$ cat src/rtl/spraid_spi_lane.sv
// SPI master lane (mode 0, MSB first) fed by a small TX byte FIFO.
// Consecutive queued bytes are shifted back-to-back inside a single chip-select window.
module spraid_spi_lane #(
    parameter int CLK_DIV    = 2,
    parameter int FIFO_DEPTH = 4
) (
    input  logic       wb_clk_i,
    input  logic       wb_rst_i,
    input  logic [7:0] tx_data,
    input  logic       tx_valid,
    output logic       tx_ready,
    input  logic       cs_hold,
    output logic [7:0] rx_data,
    output logic       rx_valid,
    output logic       busy,
    output logic       spi_clk,
    output logic       spi_cs,
    output logic       spi_mosi,
    input  logic       spi_miso
);

    generate
        if (CLK_DIV < 1) begin : g_bad_clk_div
            $error("spraid_spi_lane: CLK_DIV must be at least 1");
        end
        if ((FIFO_DEPTH < 2) || ((FIFO_DEPTH & (FIFO_DEPTH - 1)) != 0)) begin : g_bad_fifo_depth
            $error("spraid_spi_lane: FIFO_DEPTH must be a power of 2 and at least 2");
        end
    endgenerate

    localparam int PTR_W = $clog2(FIFO_DEPTH);
    localparam int DIV_W = (CLK_DIV > 1) ? $clog2(CLK_DIV) : 1;
    localparam logic [DIV_W-1:0] DIV_LAST  = DIV_W'(CLK_DIV - 1);
    localparam logic [DIV_W-1:0] DIV_ONE   = DIV_W'(1);
    localparam logic [PTR_W-1:0] PTR_ONE   = PTR_W'(1);
    localparam logic [PTR_W:0]   CNT_ONE   = (PTR_W + 1)'(1);
    localparam logic [PTR_W:0]   FIFO_FULL = (PTR_W + 1)'(FIFO_DEPTH);

    typedef enum logic [2:0] {
        IDLE,
        LEAD,
        SHIFT,
        HOLD,
        TRAIL
    } state_t;

    state_t           state;
    logic [7:0]       mem [FIFO_DEPTH];
    logic [PTR_W-1:0] wr_ptr;
    logic [PTR_W-1:0] rd_ptr;
    logic [PTR_W:0]   count;
    logic [DIV_W-1:0] div_cnt;
    logic [2:0]       bit_cnt;
    logic [6:0]       tx_shift;
    logic [7:0]       rx_shift;
    logic [7:0]       head;
    logic             fifo_empty;
    logic             push;
    logic             pop;
    logic             div_done;
    logic             byte_end;

    assign fifo_empty = (count == '0);
    assign tx_ready   = (count != FIFO_FULL);
    assign push       = tx_valid && tx_ready;
    assign head       = mem[rd_ptr];
    assign div_done   = (div_cnt == DIV_LAST);
    // The last half-period of a byte ends on the 8th falling spi_clk edge.
    assign byte_end   = (state == SHIFT) && div_done && spi_clk && (bit_cnt == 3'd7);
    assign pop        = !fifo_empty && ((state == IDLE) || (state == HOLD) || byte_end);
    assign busy       = (state != IDLE) || !fifo_empty;

    always_ff @(posedge wb_clk_i) begin
        if (push && !wb_rst_i) begin
            mem[wr_ptr] <= tx_data;
        end
    end

    always_ff @(posedge wb_clk_i) begin
        if (wb_rst_i) begin
            wr_ptr <= '0;
            rd_ptr <= '0;
            count  <= '0;
        end else begin
            if (push) begin
                wr_ptr <= wr_ptr + PTR_ONE;
            end
            if (pop) begin
                rd_ptr <= rd_ptr + PTR_ONE;
            end
            case ({push, pop})
                2'b10:   count <= count + CNT_ONE;
                2'b01:   count <= count - CNT_ONE;
                default: count <= count;
            endcase
        end
    end

    always_ff @(posedge wb_clk_i) begin
        if (wb_rst_i) begin
            state    <= IDLE;
            div_cnt  <= '0;
            bit_cnt  <= '0;
            tx_shift <= '0;
            rx_shift <= '0;
            rx_data  <= '0;
            rx_valid <= 1'b0;
            spi_cs   <= 1'b1;
            spi_clk  <= 1'b0;
            spi_mosi <= 1'b0;
        end else begin
            rx_valid <= 1'b0;
            case (state)
                IDLE: begin
                    spi_cs   <= 1'b1;
                    spi_clk  <= 1'b0;
                    spi_mosi <= 1'b0;
                    div_cnt  <= '0;
                    bit_cnt  <= '0;
                    if (!fifo_empty) begin
                        tx_shift <= head[6:0];
                        spi_mosi <= head[7];
                        spi_cs   <= 1'b0;
                        state    <= LEAD;
                    end
                end
                LEAD: begin
                    if (div_done) begin
                        div_cnt <= '0;
                        bit_cnt <= '0;
                        state   <= SHIFT;
                    end else begin
                        div_cnt <= div_cnt + DIV_ONE;
                    end
                end
                SHIFT: begin
                    if (!div_done) begin
                        div_cnt <= div_cnt + DIV_ONE;
                    end else begin
                        div_cnt <= '0;
                        spi_clk <= ~spi_clk;
                        if (!spi_clk) begin
                            rx_shift <= {rx_shift[6:0], spi_miso};
                        end else if (bit_cnt != 3'd7) begin
                            bit_cnt  <= bit_cnt + 3'd1;
                            spi_mosi <= tx_shift[6];
                            tx_shift <= {tx_shift[5:0], 1'b0};
                        end else begin
                            // Byte complete: cs_hold is only consulted here.
                            rx_data  <= rx_shift;
                            rx_valid <= 1'b1;
                            bit_cnt  <= '0;
                            if (!fifo_empty) begin
                                tx_shift <= head[6:0];
                                spi_mosi <= head[7];
                            end else if (cs_hold) begin
                                spi_mosi <= 1'b0;
                                state    <= HOLD;
                            end else begin
                                spi_mosi <= 1'b0;
                                state    <= TRAIL;
                            end
                        end
                    end
                end
                HOLD: begin
                    spi_cs  <= 1'b0;
                    spi_clk <= 1'b0;
                    div_cnt <= '0;
                    if (!fifo_empty) begin
                        tx_shift <= head[6:0];
                        spi_mosi <= head[7];
                        state    <= LEAD;
                    end else if (!cs_hold) begin
                        state <= TRAIL;
                    end
                end
                TRAIL: begin
                    spi_clk <= 1'b0;
                    if (div_done) begin
                        div_cnt <= '0;
                        spi_cs  <= 1'b1;
                        state   <= IDLE;
                    end else begin
                        div_cnt <= div_cnt + DIV_ONE;
                    end
                end
                default: begin
                    state  <= IDLE;
                    spi_cs <= 1'b1;
                end
            endcase
        end
    end

endmodule

$ cat config.mk
export PLATFORM = sky130hd
export DESIGN_NAME = spraid_spi_lane
export DESIGN_NICKNAME = d
export VERILOG_FILES = /design/src/rtl/spraid_spi_lane.sv
export SDC_FILE = /design/constraint.sdc
export NUM_CORES = 1
export LEC_CHECK = 0
export CORE_ASPECT_RATIO = 0.75
export CORE_MARGIN = 3
export CORE_UTILIZATION = 40
export DETAILED_ROUTE_END_ITERATION = 12
export PLACE_DENSITY = 0.68
export SYNTH_ARGS = -nofsm -noshare
export SYNTH_HDL_FRONTEND = slang
export SYNTH_SLANG_ARGS = --single-unit
$ cat constraint.sdc
create_clock -name wb_clk_i -period 4.5 [get_ports wb_clk_i]
set_clock_uncertainty 0.1 [all_clocks]
set_input_delay 0.9 -clock wb_clk_i [delete_from_list [all_inputs] [get_ports wb_clk_i]]
set_output_delay 0.9 -clock wb_clk_i [all_outputs]
set_load 0.1 [all_outputs]
# Word-level counts from Yosys, hierarchy flattened
# Memories as Yosys holds them, arrays and structs flattened. A register that Yosys moved wholly into a read port is not among the register bits.
# Cells that the tools add are included.
[totals]
regBits = 41
latchBits = 0
mem_bits_rw = 32
romBits = 0
input_bits = 13
output_inout_bits = 14
word_cells = 115
memories = 1
[memory_table]
columns = ["name", "depth", "width", "rd", "rd_ports_with_merged_regs", "write_ports", "line_no", "rtl"]
rows = [
  ["mem", 4, 8, 1, 1, 1, "48", "logic [7:0] mem [FIFO_DEPTH];"],
]
[op_classes]
n_addsub = 6
multipliers = 0
div_mod_pow = 0
magnitude_cmp = 0
eq_ne = 18
shift = 0
n_mux = 39
bitwise = 5
n_reduce_logical = 33
[ops]
columns = ["cell", "n"]
rows = [
  ["2-to-1 mux 3 bit", 13],
  ["2-to-1 mux 7 bit", 4],
  ["inequality test 2 bit (second input constant)", 8],
  ["case mux 3 bit (5 select lines)", 1],
  ["case mux 7 bit (2 select lines)", 1],
  ["2-to-1 mux 1 bit", 12],
  ["AND reduction 4 bit", 3],
  ["inequality test 3 bit (second input constant)", 3],
  ["case mux 3 bit (3 select lines)", 1],
  ["nonzero test 3 bit", 3],
  ["AND reduction 8 bit", 1],
  ["nonzero test 2 bit", 4],
  ["adder 3 x 1 -> 3 bit (second input constant)", 2],
  ["== test 3 x 2 -> 1 bit (second input constant)", 2],
  ["== test 3 bit (second input constant)", 2],
  ["logical AND 1 bit", 6],
  ["zero test 3 bit", 2],
  ["case mux 3 bit (2 select lines)", 1],
  ["AND reduction 3 bit", 2],
  ["OR reduction 3 bit", 2],
  ["NOT 1 bit", 5],
  ["adder 2 x 1 -> 2 bit (second input constant)", 2],
  ["2-to-1 mux 2 bit", 2],
  ["case mux 1 bit (2 select lines)", 2],
  ["other kinds (12)", 17],
]

# Depth between registers and ports, before layout
# Gate-level depths: netlist of the first run.
[logic_depth]
depth_word = 8
mapped_depth = 11
depth_no_buf = 11

# Worst setup path after synthesis of the first run
# Ideal clock, no wire load.
[synth_timing]
kind = "register -> register"
startpoint = "register spi_clk"
endpoint = "register count[2]"
setup_ns = 0.071
arrival_time_ns = 2.802
required_ns = 4.330
path_slack_ns = 1.528
stages_incl_launch_ff = 11
n_path_buf = 1
synth_period_minus_slack_ns = 2.972
cell_sequence = "dfxtp_1 buf_2 nand4_1 a21o_1 inv_2 ha_1 inv_1 fa_1 xor2_1 or3_1 a21oi_1"
[synth_between]
elab_chain_len = 6
word_cells_on_any_way = 8
classes_between = "eq/ne (2); mux (1); reduce/logical (5)"
[synth_rtl]
columns = ["element", "line_no", "rtl"]
rows = [
  ["start, declared", "16", "output logic spi_clk,"],
  ["start signal, assigned", "141", "spi_clk <= ~spi_clk;"],
  ["logical AND 1 bit * (2 in a row)", "69", "assign byte_end = (state == SHIFT) && div_done && spi_clk && (bit_cnt == 3'd7);"],
  ["logical OR 1 bit *", "70", "assign pop = !fifo_empty && ((state == IDLE) || (state == HOLD) || byte_end);"],
  ["logical AND 1 bit *", "70", ""],
  ["== test 2 x 1 -> 1 bit or == test 2 bit (tied branches)", "91", "case ({push, pop})"],
  ["case mux 3 bit (2 select lines) or nonzero test 2 bit (tied branches)", "n/a", ""],
  ["end signal, assigned", "92", "2'b10: count <= count + CNT_ONE;"],
  ["end signal, assigned", "93", "2'b01: count <= count - CNT_ONE;"],
  ["end signal, assigned", "94", "default: count <= count;"],
  ["end, declared", "51", "logic [PTR_W:0] count;"],
]
# Every way passes the cells marked *; elsewhere a longest branch is shown, timed or not.
# A chain may end at the register's enable or synchronous reset.

# Worst setup path in the final report of the first run
[layout_timing]
startpoint = "register state[2]"
endpoint = "output busy"
[layout_between]
elab_chain_len = 2
[layout_rtl]
columns = ["element", "line_no", "rtl"]
rows = [
  ["start, declared", "47", "state_t state;"],
  ["start signal, assigned", "101", "state <= IDLE;"],
  ["start signal, assigned", "124", "state <= LEAD;"],
  ["start signal, assigned", "131", "state <= SHIFT;"],
  ["nonzero test 3 bit", "71", "assign busy = (state != IDLE) || !fifo_empty;"],
  ["logical OR 1 bit", "71", ""],
  ["end, declared", "15", "output logic busy,"],
]
# No other way between the ends.

==> impl_metrics.env, run 1 <==
export IMPL_outcome="finished clean"
export IMPL_first_global_vias=2034
export IMPL_holdPathStages=2
export IMPL_clock_latency_ns=0.35
export IMPL_multi_input_area_sq_um=1280
export IMPL_synth_top_area_share_pct=29.8
export IMPL_cts_tree="built"
export IMPL_utilization_pct=49.5
export IMPL_final_max_slew_viol_count=0
export IMPL_synth_ff_type="dfxtp_1"
export IMPL_hold_buffers=0
export IMPL_tightest_slew_ns=0.970
export IMPL_layoutNonFillerInstCount=389
export IMPL_synth_area_sq_um=3220
export IMPL_critPathArrivalTime_ns=2.53
export IMPL_synthSimpleGateAreaFrac_pct=11.7
export IMPL_cts_buffers=9
export IMPL_areaGrowthSynthToFinish_pct=16.2
export IMPL_reg2reg_depth=10
export IMPL_synthAdderAreaFrac_pct=3.34
export IMPL_cts_root_buf="clkbuf_8"
export IMPL_maxSlewHeadroom_pct=35.2
export IMPL_startpoint_type="flip-flop"
export IMPL_cp_startpoint="state[2]"
export IMPL_vias=2059
export IMPL_yosysSeqAreaShare_pct=56.5
export IMPL_power_leakage_nw=1.43
export IMPL_r2r_slack_ns=1.64
export IMPL_cp_max_fo=17
export IMPL_max_cap_violations=0
export IMPL_hp_class="reg2reg"
export IMPL_grt_max_degree=32
export IMPL_regArea_sq_um=1820
export IMPL_io_buffer_count=26
export IMPL_gr_total_overflow=0
export IMPL_synth_top_family_by_area="multiplexers"
export IMPL_synth_mux_area_share_pct=12.4
export IMPL_placed_cells_incl_taps=373
export IMPL_finalSetupViolCount=0
export IMPL_cts_buffer_depth=2
export IMPL_met2_usage_pct=20.8
export IMPL_finalCriticalPeriod_ns=3.53
export IMPL_antenna_found_initial=0
export IMPL_drt_iter0_drc=100
export IMPL_firstDrtPassIters=4
export IMPL_core_region_area_sq_um=7570
export IMPL_r2r_start="state[0]"
export IMPL_min_period_over_period_pct=78.4
export IMPL_initial_core_util_pct=42.6
export IMPL_yosys_warnings=0
export IMPL_wl_per_cell_microns=15.0
export IMPL_ys_ff_latch=75
export IMPL_dieHeight_microns=83.7
export IMPL_worstSetupEndpointType="output port"
export IMPL_async_reset_ff_share_pct=0
export IMPL_die_x_microns=110
export IMPL_synth_edf_count=32
export IMPL_path_clk_slew_ns=0.08
export IMPL_grt_pass1_wl_mm=10.0
export IMPL_grt_use_met1_pct=19.6
export IMPL_synth_cells=260
export IMPL_synth_area_top_cells="edfxtp_1 30%, dfxtp_1 27%, mux4_2 5.6%"
export IMPL_dpl_hpwl_mm=4.14
export IMPL_ir_drop_mv=0.326
export IMPL_fmax_ghz=0.283
export IMPL_avgSynthCellArea_sq_um=12.4
export IMPL_syn_num_nets=281
export IMPL_min_to="bit_cnt[1]"
export IMPL_busiest_layer="met2"
export IMPL_clkSinkCount=75
export IMPL_total_power_mw=2.08
export IMPL_cts_post_setup_buffers_inserted=0
export IMPL_fillCellCount=673
export IMPL_rr_endpoint="count[2]"
export IMPL_finalWirelength_mm=5.84
export IMPL_vias_per_cell=5.29
export IMPL_critPathRequiredTime_ns=3.50
export IMPL_drc=0
export IMPL_power_density_nw_per_um2=555
export IMPL_critPathKind="reg2out"
export IMPL_yosysTopAreaCell="edfxtp_1"
export IMPL_post_cts_resized=0
export IMPL_synth_compound_area_share_pct=10.8
export IMPL_io_pins=27
export IMPL_rsz0062_at_grt="no"
export IMPL_num_rows=27
export IMPL_use_met3_pct=4.64
export IMPL_htree_levels=3
export IMPL_worstHoldStart="bit_cnt[1]"
export IMPL_drive_above_1_share_pct=14.9
export IMPL_synth_xor_area_share_pct=1.59
export IMPL_grt_usage_pct=14.1
export IMPL_dieArea_sq_um=9180
export IMPL_diodes=0
export IMPL_ant_nets=0
export IMPL_synth_cell_types=57
export IMPL_nets=304
export IMPL_hold_violations=0
export IMPL_gp_congestion=0.836
export IMPL_final_setup_tns_ns=0
## routing by layer
layer | up-vias | wire (microns)
li1 | 1002 | -
met1 | 1008 | 2850
met2 | 38 | 2630
met3 | 11 | 272
met4 | 0 | 91
met5 | - | 0
## report_power, final
| part | internal [mW] | switching, mW |
|---|---|---|
| Sequential | 0.796 | 0.0952 |
| Clock | 0.265 | 0.260 |
| Combinational | 0.269 | 0.394 |
## sequential cells by signal, summed over array words and instances (netlist names), named ones only
signal	flops
mem	32
rx_data	8
rx_shift	8
tx_shift	7
bit_cnt	3
count	3
state	3
rd_ptr	2
wr_ptr	2
div_cnt	1
rx_valid	1
spi_clk	1
spi_cs	1
spi_mosi	1
## critical path, cell delays in order (launching register included)
cell             delay, ns
dfxtp_1               0.67
inv_1                 0.22
nand3_1               0.14
clkdlybuf4s50_1       1.14
## per-stage QoR
stage          worst slack [ns]  hold slack [ns]  cell area [sq um]
3_5_place_dp               1.38            0.366               3550
6_report                  0.972            0.377               3740
5_1_grt                   0.767            0.400               3740
2_1_floorplan              1.53            0.349               3220
3_3_place_gp               1.37            0.358               3550
4_1_cts                   0.972            0.380               3740
## final cells by class
| class | count | area share (%) |
|---|---|---|
| sequential | 75 | 48.6 |
| multi-input combinational | 159 | 34.3 |
| timing repair buffer | 28 | 7.35 |
| clock buffer | 10 | 3.44 |
| tap | 101 | 3.37 |
| clock inverter | 6 | 1.87 |
| inverter | 10 | 1.00 |
## how the worst max path moves through the flow
stage / to / slack, ns
after global routing: busy / 0.77
after floorplan: count[2] / 1.53
after global placement: busy / 1.37
after CTS: busy / 0.97
final: busy / 0.97
after detailed placement: busy / 1.38
## cell families after synthesis
kind of cell,count (synthesis)
AOI/OAI and AO/OA,45
adders and majority gates,8
DFF,75
xor gates and xnor gates,5
buffers and inverters,26
muxes,29
and+or+nand+nor,72
## synthesized netlist by cell type (3+ instances only)
| cell | instances |
|---|---|
| o221a_2 | 4 |
| nand2_1 | 8 |
| mux2i_1 | 17 |
| o21a_1 | 5 |
| clkbuf_1 | 5 |
| buf_2 | 8 |
| nor2_1 | 31 |
| mux2_2 | 3 |
| mux4_2 | 8 |
| and2_1 | 4 |
| xor2_1 | 3 |
| a21oi_1 | 11 |
| dfxtp_1 | 43 |
| nand3_1 | 4 |
| nand4_1 | 3 |
| inv_1 | 9 |
| edfxtp_1 | 32 |
| nor2b_1 | 5 |
| ha_1 | 7 |
## placed cells by master, fill, tap and decap left out, types with 4 or more instances in the layout
master           synthesis  layout
o21a_1                   5       5
mux2i_1                 17      17
inv_1                    9       9
clkdlybuf4s50_1          0      26
nor2_1                  31      31
ha_1                     7       7
nand2_1                  8       8
clkbuf_8                 0       9
o221a_2                  4       4
and2_1                   4       4
nand3_1                  4       4
edfxtp_1                32      32
mux4_2                   8       8
dfxtp_1                 43      43
nor2b_1                  5       5
a21oi_1                 11      11
Note: power is estimated with default switching activity, not from simulation.
==> run 2, diff against run 1 <==
--- a/config.mk
+++ b/config.mk
@@ -9,7 +9,7 @@
 export CORE_MARGIN = 3
 export CORE_UTILIZATION = 40
 export DETAILED_ROUTE_END_ITERATION = 12
-export PLACE_DENSITY = 0.68
+export PLACE_DENSITY = 0.7
 export SYNTH_ARGS = -nofsm -noshare
 export SYNTH_HDL_FRONTEND = slang
 export SYNTH_SLANG_ARGS = --single-unit
==> constraint.sdc (replaced) <==
create_clock -name wb_clk_i -period 3 [get_ports wb_clk_i]
set_clock_uncertainty 0.1 [all_clocks]
set_input_delay 0.6 -clock wb_clk_i [delete_from_list [all_inputs] [get_ports wb_clk_i]]
set_output_delay 0.6 -clock wb_clk_i [all_outputs]
set_load 0.1 [all_outputs]
==> run 2 against run 1 <==
Combinational power rose by 58%. Critical endpoint is now count[2]. Die area is the same. Largest cell class unchanged. Critical path depth is 7 higher. Core utilization about the same.
==> impl_metrics.env, run 2 (same netlist as run 1, synthesis figures left out) <==
export IMPL_finalWirelength_mm=6.14
export IMPL_p_sw_mw=1.13
export IMPL_setup_ws_ns=0.305
export IMPL_top_regs="mem: 32 flops, rx_data: 8 flops, rx_shift: 8 flops"
export IMPL_gp_congestion=0.921
export IMPL_gr_total_overflow=0
export IMPL_critPathRequiredTime_ns=3.17
export IMPL_drt_iter0_drc=122
export IMPL_cts_tree="built"
export IMPL_power_density_nw_per_um2=816
export IMPL_first_global_vias=2035
export IMPL_wl_per_cell_microns=15.5
export IMPL_rr_endpoint="count[2]"
export IMPL_post_cts_resized=0
export IMPL_fillCellCount=695
export IMPL_grt_usage_pct=14.5
export IMPL_place_area_sq_um=3560
export IMPL_grt_pass1_wl_mm=10.2
export IMPL_final_setup_tns_ns=0
export IMPL_crit_chain="xnor2_2 -> nand2_1 -> a21o_1 -> inv_2 -> ha_1 -> inv_1 -> fa_1 -> xor2_1 -> or3_1 -> a21oi_1"
export IMPL_path_clk_slew_ns=0.08
export IMPL_finalCriticalPeriod_ns=2.69
export IMPL_pwr_share_comb_pct=34.5
export IMPL_regArea_sq_um=1820
export IMPL_firstDrtPassIters=4
export IMPL_hp_class="reg2reg"
export IMPL_io_buffer_count=26
export IMPL_reg2reg_depth=10
export IMPL_design_area_sq_um=3740
export IMPL_min_to="bit_cnt[1]"
export IMPL_drive_above_1_share_pct=21.4
export IMPL_power_frac_seq_pct=43.0
export IMPL_finalSetupViolCount=0
export IMPL_ir_drop_mv=0.489
export IMPL_switching_share_pct=36.9
export IMPL_clock_latency_ns=0.34
export IMPL_fmax_ghz=0.371
export IMPL_r2r_start="state[0]"
export IMPL_io_pins=27
export IMPL_cts_post_setup_buffers_inserted=0
export IMPL_final_common_cell="dfxtp_1"
export IMPL_crit_slowest_cell="dfxtp_1"
export IMPL_regMostFlops="mem"
export IMPL_place_ws_ns=0.271
export IMPL_cts_root_buf="clkbuf_8"
export IMPL_hold_violations=0
export IMPL_max_cap_violations=0
export IMPL_whs_ns=0.375
export IMPL_cpPeakStageDelay_ns=0.56
export IMPL_worstHoldStart="bit_cnt[1]"
export IMPL_dpl_hpwl_mm=4.39
export IMPL_dieArea_sq_um=9180
export IMPL_num_rows=27
export IMPL_layout_common_cells="43 x dfxtp_1, 32 x edfxtp_1, 31 x nor2_1"
export IMPL_dieHeight_microns=83.7
export IMPL_holdPathStages=2
export IMPL_htree_levels=3
export IMPL_drc=0
export IMPL_diodes=0
export IMPL_startpoint_type="flip-flop"
export IMPL_cts_buffer_depth=2
export IMPL_critPathKind="reg2reg"
export IMPL_critPathArrivalTime_ns=2.87
export IMPL_die_x_microns=110
export IMPL_worstSetupEndpointType="flip-flop"
export IMPL_p_clk_share_pct=22.5
export IMPL_tightest_slew_ns=0.832
export IMPL_hold_buffers=0
export IMPL_cp_max_fo=9
export IMPL_antenna_found_initial=0
export IMPL_vias=2061
export IMPL_outcome="finished clean"
export IMPL_final_max_slew_viol_count=0
export IMPL_vias_per_cell=5.20
export IMPL_areaGrowthSynthToFinish_pct=16.2
export IMPL_min_period_over_period_pct=89.8
export IMPL_cts_buffers=9
export IMPL_nets=311
export IMPL_core_region_area_sq_um=7570
export IMPL_largest_reg_flops=32
export IMPL_clkSinkCount=75
export IMPL_maxSlewHeadroom_pct=43.8
export IMPL_ant_nets=0
export IMPL_initial_core_util_pct=42.6
export IMPL_p_int_mw=1.93
export IMPL_utilization_pct=49.5
export IMPL_power_leakage_nw=1.48
export IMPL_multi_input_area_sq_um=1280
export IMPL_rsz0062_at_grt="no"
export IMPL_r2r_slack_ns=0.31
export IMPL_grt_max_degree=26
-- run 2: cell types whose count changed in the layout (fill, tap and decap cells not counted) --
cell             change
inv_6                -1
clkinv_4             +4
clkbuf_1             +1
buf_4               +21
inv_4                -2
clkbuf_2             -1
clkinvlp_4           -1
bufinv_16            -1
clkdlybuf4s50_1     -14
clkinvlp_2           +1
-- run 2: through the flow --
stage	instances	power (mW)
after floorplan	260	2.13
after global placement	380	2.36
after detailed placement	380	2.39
after CTS	396	3.08
after global routing	396	3.25
final	396	3.05
-- run 2: worst max path at each step --
stage                     from  endpoint  slack [ns]  cells after the start
floorplan              spi_clk  count[2]        0.03                     10
global placement      state[0]  count[2]        0.43                     10
detailed placement    state[0]  count[2]        0.27                     10
CTS                   state[0]  count[2]        0.28                     10
global route        bit_cnt[0]  count[2]        0.08                     11
finish                state[0]  count[2]        0.31                     10
-- run 2: per-layer routing --
layer | vias up | track usage (%) | share of wire (%)
li1 | 1020 | - | -
met4 | 0 | 3.96 | 1.5
met5 | - | 0 | 0
met1 | 987 | 19.9 | 49
met2 | 45 | 21.1 | 45
met3 | 9 | 5.88 | 4.4
-- run 2: area by class of cell --
class / instances / share of cell area [%]
flip-flops and latches: 75 / 48.7
multi-input cells: 159 / 34.3
repair buffers: 35 / 7.82
clock buffers: 10 / 3.41
well taps: 101 / 3.38
clock inverters: 6 / 1.37
inverters: 10 / 1.00
-- run 2: worst max-delay path, delay by kind of cell, from the launching register on --
kind / cells / cell delay (ns)
AO/OA/AOI/OAI: 2 / 0.44
XOR/XNOR: 2 / 0.37
adder cells (fa/ha/maj): 2 / 0.55
buffers and inverters: 2 / 0.18
flip-flops: 1 / 0.56
AND/OR/NAND/NOR: 2 / 0.42
-- run 2: power by group through the flow --
stage / logic, mW / clock network [mW] / registers, mW
floorplan: 0.777 / 0 / 1.35
global placement: 1.03 / 0 / 1.33
detailed placement: 1.05 / 0 / 1.34
CTS: 1.06 / 0.710 / 1.32
global route: 1.15 / 0.765 / 1.33
finish: 1.05 / 0.686 / 1.31
